File: config.mk
export PLATFORM = sky130hd
export DESIGN_NAME = branch_resolve_tracker
export DESIGN_NICKNAME = d
export VERILOG_FILES = /design/src/rtl/bp_pkg.sv /design/src/rtl/branch_rec_fifo.sv /design/src/rtl/branch_resolve_tracker.sv
export SDC_FILE = /design/constraint.sdc
export NUM_CORES = 1
export LEC_CHECK = 0
export BUFFER_PORTS_ARGS = -buffer_cell sky130_fd_sc_hd__clkbuf_2
export CORE_MARGIN = 2
export CORE_UTILIZATION = 61
export DETAILED_ROUTE_END_ITERATION = 10
export PLACE_DENSITY = 0.82
export SLEW_MARGIN = 25
export SYNTH_ARGS = -nofsm -noshare
export SYNTH_HDL_FRONTEND = slang
export SYNTH_SLANG_ARGS = --single-unit
File: constraint.sdc
create_clock -name clk -period 6.49 [get_ports clk]
set_input_delay 0.3245 -clock clk [delete_from_list [all_inputs] [get_ports clk]]
set_output_delay 0.3245 -clock clk [all_outputs]
set_load 0.005 [all_outputs]
File: src/rtl/bp_pkg.sv
// rtl/bp_pkg.sv - shared constants and the branch record type for the resolve tracker
package bp_pkg;

    localparam int BHT_IDX_W   = 5;
    localparam int INSTR_BYTES = 4;
    localparam int BP_ADDR_W   = 64;

    // Lowest PC bit used for the BHT index; instructions are word aligned.
    localparam int IDX_LSB = $clog2(INSTR_BYTES);

    typedef struct packed {
        logic [BP_ADDR_W-1:0] pc;
        logic                 pred;
    } bp_rec_t;

endpackage

File: src/rtl/branch_rec_fifo.sv
// rtl/branch_rec_fifo.sv - in-order circular queue of branch records with flush
module branch_rec_fifo
    import bp_pkg::*;
#(
    parameter int DEPTH = 4,
    localparam int PTR_W = $clog2(DEPTH) + 1
) (
    input  logic             clk,
    input  logic             rst,
    input  logic             push,
    input  logic             pop,
    input  logic             flush,
    input  bp_rec_t          wr_data,
    output bp_rec_t          rd_data,
    output logic             full,
    output logic             empty,
    output logic [PTR_W-1:0] count
);

    bp_rec_t          mem [DEPTH];
    logic [PTR_W-1:0] rd_ptr;
    logic [PTR_W-1:0] wr_ptr;
    logic             do_push;
    logic             do_pop;

    assign full    = (rd_ptr[PTR_W-1] != wr_ptr[PTR_W-1]) &&
                     (rd_ptr[PTR_W-2:0] == wr_ptr[PTR_W-2:0]);
    assign empty   = (rd_ptr == wr_ptr);
    assign count   = wr_ptr - rd_ptr;
    assign rd_data = mem[rd_ptr[PTR_W-2:0]];

    // Flush wins over push: a push alongside a flush is wrong-path.
    assign do_push = push && !full && !flush;
    assign do_pop  = pop && !empty;

    always_ff @(posedge clk) begin
        if (do_push) begin
            mem[wr_ptr[PTR_W-2:0]] <= wr_data;
        end
    end

    always_ff @(posedge clk) begin
        if (rst) begin
            rd_ptr <= '0;
            wr_ptr <= '0;
        end else begin
            if (do_push) begin
                wr_ptr <= wr_ptr + 1'b1;
            end
            if (flush) begin
                rd_ptr <= wr_ptr;
            end else if (do_pop) begin
                rd_ptr <= rd_ptr + 1'b1;
            end
        end
    end

endmodule

File: src/rtl/branch_resolve_tracker.sv
// rtl/branch_resolve_tracker.sv - tracks in-flight branch predictions, drives BHT updates and redirects
module branch_resolve_tracker
    import bp_pkg::*;
#(
    parameter int DEPTH  = 4,
    parameter int ADDR_W = 64,
    parameter int IDX_W  = 5
) (
    input  logic                       clk,
    input  logic                       rst,
    input  logic                       fetch_valid,
    input  logic [ADDR_W-1:0]          fetch_pc,
    input  logic                       fetch_pred_taken,
    output logic                       fetch_ready,
    input  logic                       resolve_valid,
    input  logic                       resolve_taken,
    input  logic [ADDR_W-1:0]          resolve_target,
    output logic                       upd_valid,
    output logic [IDX_W-1:0]           upd_addr,
    output logic                       upd_taken,
    output logic                       mispredict,
    output logic [ADDR_W-1:0]          redirect_pc,
    output logic [$clog2(DEPTH+1)-1:0] occupancy,
    output logic                       underflow_err
);

    bp_rec_t           push_rec;
    bp_rec_t           head;
    logic [ADDR_W-1:0] head_pc;
    logic              full;
    logic              empty;
    logic              do_push;
    logic              do_pop;
    logic              mis_now;

    always_comb begin
        push_rec      = '0;
        push_rec.pc   = BP_ADDR_W'(fetch_pc);
        push_rec.pred = fetch_pred_taken;
    end

    assign head_pc     = head.pc[ADDR_W-1:0];
    assign fetch_ready = !full;
    assign do_push     = fetch_valid && fetch_ready;
    assign do_pop      = resolve_valid && !empty;
    assign mis_now     = do_pop && (head.pred != resolve_taken);

    // A mispredict flushes every younger record on the same edge as the pop.
    branch_rec_fifo #(
        .DEPTH (DEPTH)
    ) u_fifo (
        .clk     (clk),
        .rst     (rst),
        .push    (do_push),
        .pop     (do_pop),
        .flush   (mis_now),
        .wr_data (push_rec),
        .rd_data (head),
        .full    (full),
        .empty   (empty),
        .count   (occupancy)
    );

    always_ff @(posedge clk) begin
        if (rst) begin
            upd_valid     <= 1'b0;
            upd_addr      <= '0;
            upd_taken     <= 1'b0;
            mispredict    <= 1'b0;
            redirect_pc   <= '0;
            underflow_err <= 1'b0;
        end else begin
            upd_valid  <= do_pop;
            mispredict <= mis_now;
            if (do_pop) begin
                upd_addr  <= head_pc[IDX_LSB +: IDX_W];
                upd_taken <= resolve_taken;
            end
            if (mis_now) begin
                redirect_pc <= resolve_taken ? resolve_target
                                             : head_pc + ADDR_W'(INSTR_BYTES);
            end
            if (resolve_valid && empty) begin
                underflow_err <= 1'b1;
            end
        end
    end

endmodule

After elaboration in Yosys (flattened, before gate mapping)

Memory sizes are Yosys's and may differ from the RTL's. A register that Yosys moved wholly into a read port is not among the register bits.
Index checks and enable logic that the tools add are counted.

Logic and storage cells: 36
Memory bits (writable): 260
Register bits: 79
Memories: 1

Memories:

| name       | depth | bits a word | rd ports | clocked after Yosys merged registers in | wr ports | line                  | source |
|---|---|---|---|---|---|---|---|
| u_fifo.mem | 4     | 65          | 1        | 1                                       | 1        | branch_rec_fifo.sv:20 | `bp_rec_t mem [DEPTH];` |

Add/sub/neg operators: 4
Equal/unequal tests: 4
Muxes and demuxes: 7
Reductions and logical operators: 12

Operators by type and width:

| cell                  | count |
|---|---|
| $add 64x3->64 const B | 1 |
| $mux 64               | 1 |
| $logic_and 1x1->1     | 8 |
| $add 3x1->3 const B   | 2 |
| $mux 3                | 2 |
| $mux 2                | 2 |
| $eq 3x3->1            | 1 |
| $logic_not 1->1       | 3 |
| $sub 3x3->3           | 1 |
| $eq 2x2->1            | 1 |
| $mux 1                | 2 |
| $ne 1x1->1            | 2 |
| $reduce_bool 2->1     | 1 |

Longest topological paths before layout

Depth in word-level cells: 8
Mapped depth: 10
Gate-level depth less buffers: 8

Cells and area by module

From an unflattened synthesis, not the netlist that was laid out.

Cells, all modules: 963
Area, all modules: 14318.7 sq um

By module, submodules not included:

| module                 | area each (sq um) | cells an instance | seq. area each (sq um) | instances |
|---|---|---|---|---|
| branch_rec_fifo        | 9972.1            | 405               | 7967.6                 | 1 |
| branch_resolve_tracker | 4346.7            | 558               | 1461.4                 | 1 |

Worst setup path after synthesis

Ideal clock, no wire load.

Kind: reg-to-reg
From: reg with a tool-made name
To: mem u_fifo.mem[3][0] in the netlist's numbering, enable pin
Cell stages (with the launch flop): 8
Setup time: 0.432 ns
Clock period less this slack: 3.878 ns
Slack: 2.612 ns
Buffers on the path: 2
Data required time: 6.058 ns
Arrival time: 3.447 ns
Cell sequence: dfxtp_1 > buf_2 > mux4_2 > xor2_1 > nand2_1 > and3_1 > clkbuf_1 > and2_1

RTL lines:

| element       | line |
|---|---|
| end, declared | branch_rec_fifo.sv:20 |

==> load_flow_metrics.sql <==
INSERT INTO impl_metrics (metric_group, metric, value, unit) VALUES
('detailed_routing', 'vias_per_cell', '6.11', ''),
('timing', 'totalNegativeSetupSlack', '0', 'ps'),
('floorplanning', 'design.portCount', '211', ''),
('clock_tree', 'tritoncts.num_buffers', '34', ''),
('global_route', 'grt_antenna_before_repair', '4', ''),
('synthesis', 'syn_inst', '978', ''),
('synthesis', 'synth_area_leaders', 'sky130_fd_sc_hd__edfxtp_1, sky130_fd_sc_hd__dfxtp_1, sky130_fd_sc_hd__mux4_2', ''),
('clock_tree', 'cts_resized', '0', ''),
('detailed_routing', 'wl_per_cell', '22.8', 'um'),
('finish', 'drive_above_1_share', '29.5', '%'),
('synthesis', 'synth_top_cell_by_area', 'sky130_fd_sc_hd__edfxtp_1', ''),
('clock_tree', 'clock_latency_at_the_later_pin_of_the_worst_skew_pair', '520', 'ps'),
('synthesis', 'yosys_most_used_dff', 'sky130_fd_sc_hd__edfxtp_1', ''),
('clock_tree', 'clock_sinks', '341', ''),
('detailed_routing', 'drc', '0', ''),
('clock_tree', 'post_cts_buffers', '0', ''),
('worst_hold_path', 'kind_of_path_behind_the_tightest_hold_check', 'input port to flip-flop', ''),
('floorplanning', 'initial_utilization', '62.6', '%'),
('detailed_routing', 'drt_pass1_iterations', '5', ''),
('floorplanning', 'fp.dieW', '157', 'um'),
('flow_run', 'timing.max_cap.violations', '0', ''),
('detailed_routing', 'drt-total-wl', '34700', 'um'),
('timing', 'clock.fmax', '0.254', 'GHz'),
('timing', 'tightestPinTransition', '1000', 'ps'),
('synthesis', 'synth_top_area_share', '54.7', '%'),
('timing', 'layout_worst_path_cycle_share', '60.8', '%'),
('critical_path', 'endpoint_kind', 'flip-flop', ''),
('detailed_routing', 'ant_nets', '0', ''),
('finish', 'layout-area-overhead-vs-synth', '16.8', '%'),
('critical_path', 'data_arrival_time_at_the_worst_slack_endpoint', '4100', 'ps'),
('outcome', 'run_status', 'finished, final reports clean', ''),
('place', 'port_buffers', '210', ''),
('floorplanning', 'design.die.area', '24600', 'um2'),
('clock_tree', 'cts-htree-levels', '2', ''),
('global_route', 'grt_first_pass_wirelength', '51300', 'um'),
('place', 'pre_cts_slack', '2460', 'ps'),
('global_route', 'first_global_vias', '8818', ''),
('finish', 'nNetsFinal', '1324', ''),
('synthesis', 'synth-seq-area-share', '66.1', '%'),
('synthesis', 'synth_edf_count', '260', ''),
('clock_tree', 'cts_tree', 'done', ''),
('clock_tree', 'clock-root-buffer', 'sky130_fd_sc_hd__clkbuf_16', ''),
('synthesis', 'ys_seq_elements', '341', ''),
('critical_path', 'worstPathRequired', '6650', 'ps'),
('critical_path', 'cp_max_fo', '42', ''),
('timing', 'slew_viol_final', '0', ''),
('synthesis', 'syn-mean-instance-area', '14.6', 'um2'),
('floorplanning', 'die_height', '157', 'um'),
('clock_tree', 'cts_clk_pin_slew_worst_paths', '70', 'ps'),
('critical_path', 'worst_setup_path_start_kind', 'flip-flop', ''),
('global_route', 'gr-total-overflow', '0', ''),
('synthesis', 'yosys.cell_types.count', '50', ''),
('synthesis', 'synth_fp_nets', '1121', ''),
('pwr', 'p_per_area', '418', 'nW/um2'),
('timing', 'timing.max_slew.rel_slack', '32.8', '%'),
('critical_path', 'critical_path_class', 'flip-flop to flip-flop', ''),
('timing', 'timing.final.ws_setup', '2550', 'ps'),
('detailed_routing', 'drtIter0Drc', '1079', ''),
('timing', 'hold_violations', '0', ''),
('synthesis', 'post_synth_most_frequent_cells', 'sky130_fd_sc_hd__edfxtp_1, sky130_fd_sc_hd__nand2_1, sky130_fd_sc_hd__dfxtp_1, sky130_fd_sc_hd__mux4_2, sky130_fd_sc_hd__xnor2_1', ''),
('synthesis', 'asyncSetResetFlopFracSynth', '0', '%'),
('place', 'routabilityCongestion', '0.959', ''),
('timing', 'finalSetupViolations', '0', ''),
('synthesis', 'yosysWarningCount', '0', ''),
('synthesis', 'synth_area', '14300', 'um2'),
('clock_tree', 'number_of_hold_buffers_added_after_cts', '0', ''),
('floorplanning', 'num_rows', '55', ''),
('detailed_routing', 'dr_total_vias', '9290', ''),
('timing', 'layout_min_cycle_time', '3940', 'ps'),
('global_route', 'grt_start_max_net_pins', '75', ''),
('timing', 'rsz0062_at_grt', 'no', ''),
('global_route', 'grt_util_all_layers', '28.2', '%'),
('timing', 'finClkSkew', '21.6', 'ps'),
('place', 'hpwlAfterDp', '23200', 'um'),
('pwr', 'vdd_ir_max', '0.000249', 'V'),
('pwr', 'leakagePower', '5.87', 'nW'),
('floorplanning', 'core', '22800', 'um2'),
('clock_tree', 'cts_buffer_depth', '3', ''),
('synthesis', 'synth.most_common_cell', 'sky130_fd_sc_hd__edfxtp_1', '');
==> metal layers <==
metal	vias up	wire length [um]	GRT usage (%)
met3	71	3540	6.88
met5	-	0	0
li1	4180	-	-
met1	4521	13500	38.5
met4	0	1100	10.6
met2	518	16600	44.8
==> power by group <==
part	leakage, nW	internal, W	total [W]	switching [W]
registers	3.04	0.00276	0.00302	0.000251
logic	2.29	0.000837	0.00202	0.00119
clock network	0.532	0.00114	0.00193	0.000792
==> state kept, by name (all words and copies together) (netlist names), named ones only <==
register and cells:
u_fifo.rd_ptr 3, upd_addr 5, redirect_pc 64, upd_valid 1, underflow_err 1, u_fifo.mem 260
upd_taken 1, u_fifo.wr_ptr 3, mispredict 1
==> final cells by class <==
| class | count | area (um2) |
|---|---|---|
| sequential | 341 | 9440 |
| fill | 1421 | 6110 |
| multi-input combinational | 564 | 4530 |
| timing repair buffer | 222 | 1140 |
| clock buffer | 40 | 883 |
| tap | 313 | 392 |
| clock inverter | 19 | 213 |
| inverter | 18 | 67.6 |
| antenna | 3 | 7.51 |
==> placed cells by master (no fill, tap or decap), drive strengths merged, types with 21 or more instances in the layout <==
cell type	count
edfxtp	260
clkbuf	249
nand2	91
dfxtp	81
mux4	65
xnor2	51
a21oi	49
o21ai	34
nand3	28
nor2	27
and3	26
nor3	24
nand4	21
==> per-stage QoR <==
stage | power (W) | util [%] | std cells | hold slack [ps] | area, um2
global route | 0.00726 | 73.2 | 1520 | 10.4 | 16700
finish | 0.00697 | 73.2 | 1520 | 13.5 | 16700
CTS | 0.00698 | 73.1 | 1517 | 0.801 | 16700
floorplan | 0.00437 | - | 978 | 423 | 14300
detailed placement | 0.00504 | 68.3 | 1458 | 446 | 15600
global placement | 0.00498 | 68.3 | 1458 | 438 | 15600
==> cells by family (layout without fill, tap and decap cells) <==
| kind of cell | Yosys count | count (layout) | share of synthesized area (%) |
|---|---|---|---|
| muxes | 81 | 81 | 11.4 |
| and+or+nand+nor | 284 | 284 | 10.5 |
| other | 0 | 3 | 0 |
| buffers and inverters | 73 | 299 | 2.26 |
| DFF | 341 | 341 | 66.1 |
| AOI/OAI and AO/OA | 131 | 131 | 5.27 |
| adders and majority gates | 9 | 9 | 0.842 |
| xor gates and xnor gates | 59 | 59 | 3.62 |
==> worst max-delay path, stage by stage (launching register included) <==
cell and delay [ps]:
sky130_fd_sc_hd__dfxtp_4 930, sky130_fd_sc_hd__mux4_2 630, sky130_fd_sc_hd__xor2_1 220, sky130_fd_sc_hd__nand2_2 130, sky130_fd_sc_hd__and3_1 290, sky130_fd_sc_hd__and2_2 770, sky130_fd_sc_hd__buf_4 570
==> worst paths after layout <==
kind	startpoint	slack, ps	cells past startpoint	endpoint
max	flip-flop	2550	6	u_fifo.mem[2][37]
min	fetch_pc[50]	10	1	u_fifo.mem[1][51]
max reg2reg	flip-flop	2550	6	u_fifo.mem[2][37]
min reg2reg	redirect_pc[5]	450	2	redirect_pc[5]
Note: power is estimated with default switching activity, not from simulation.
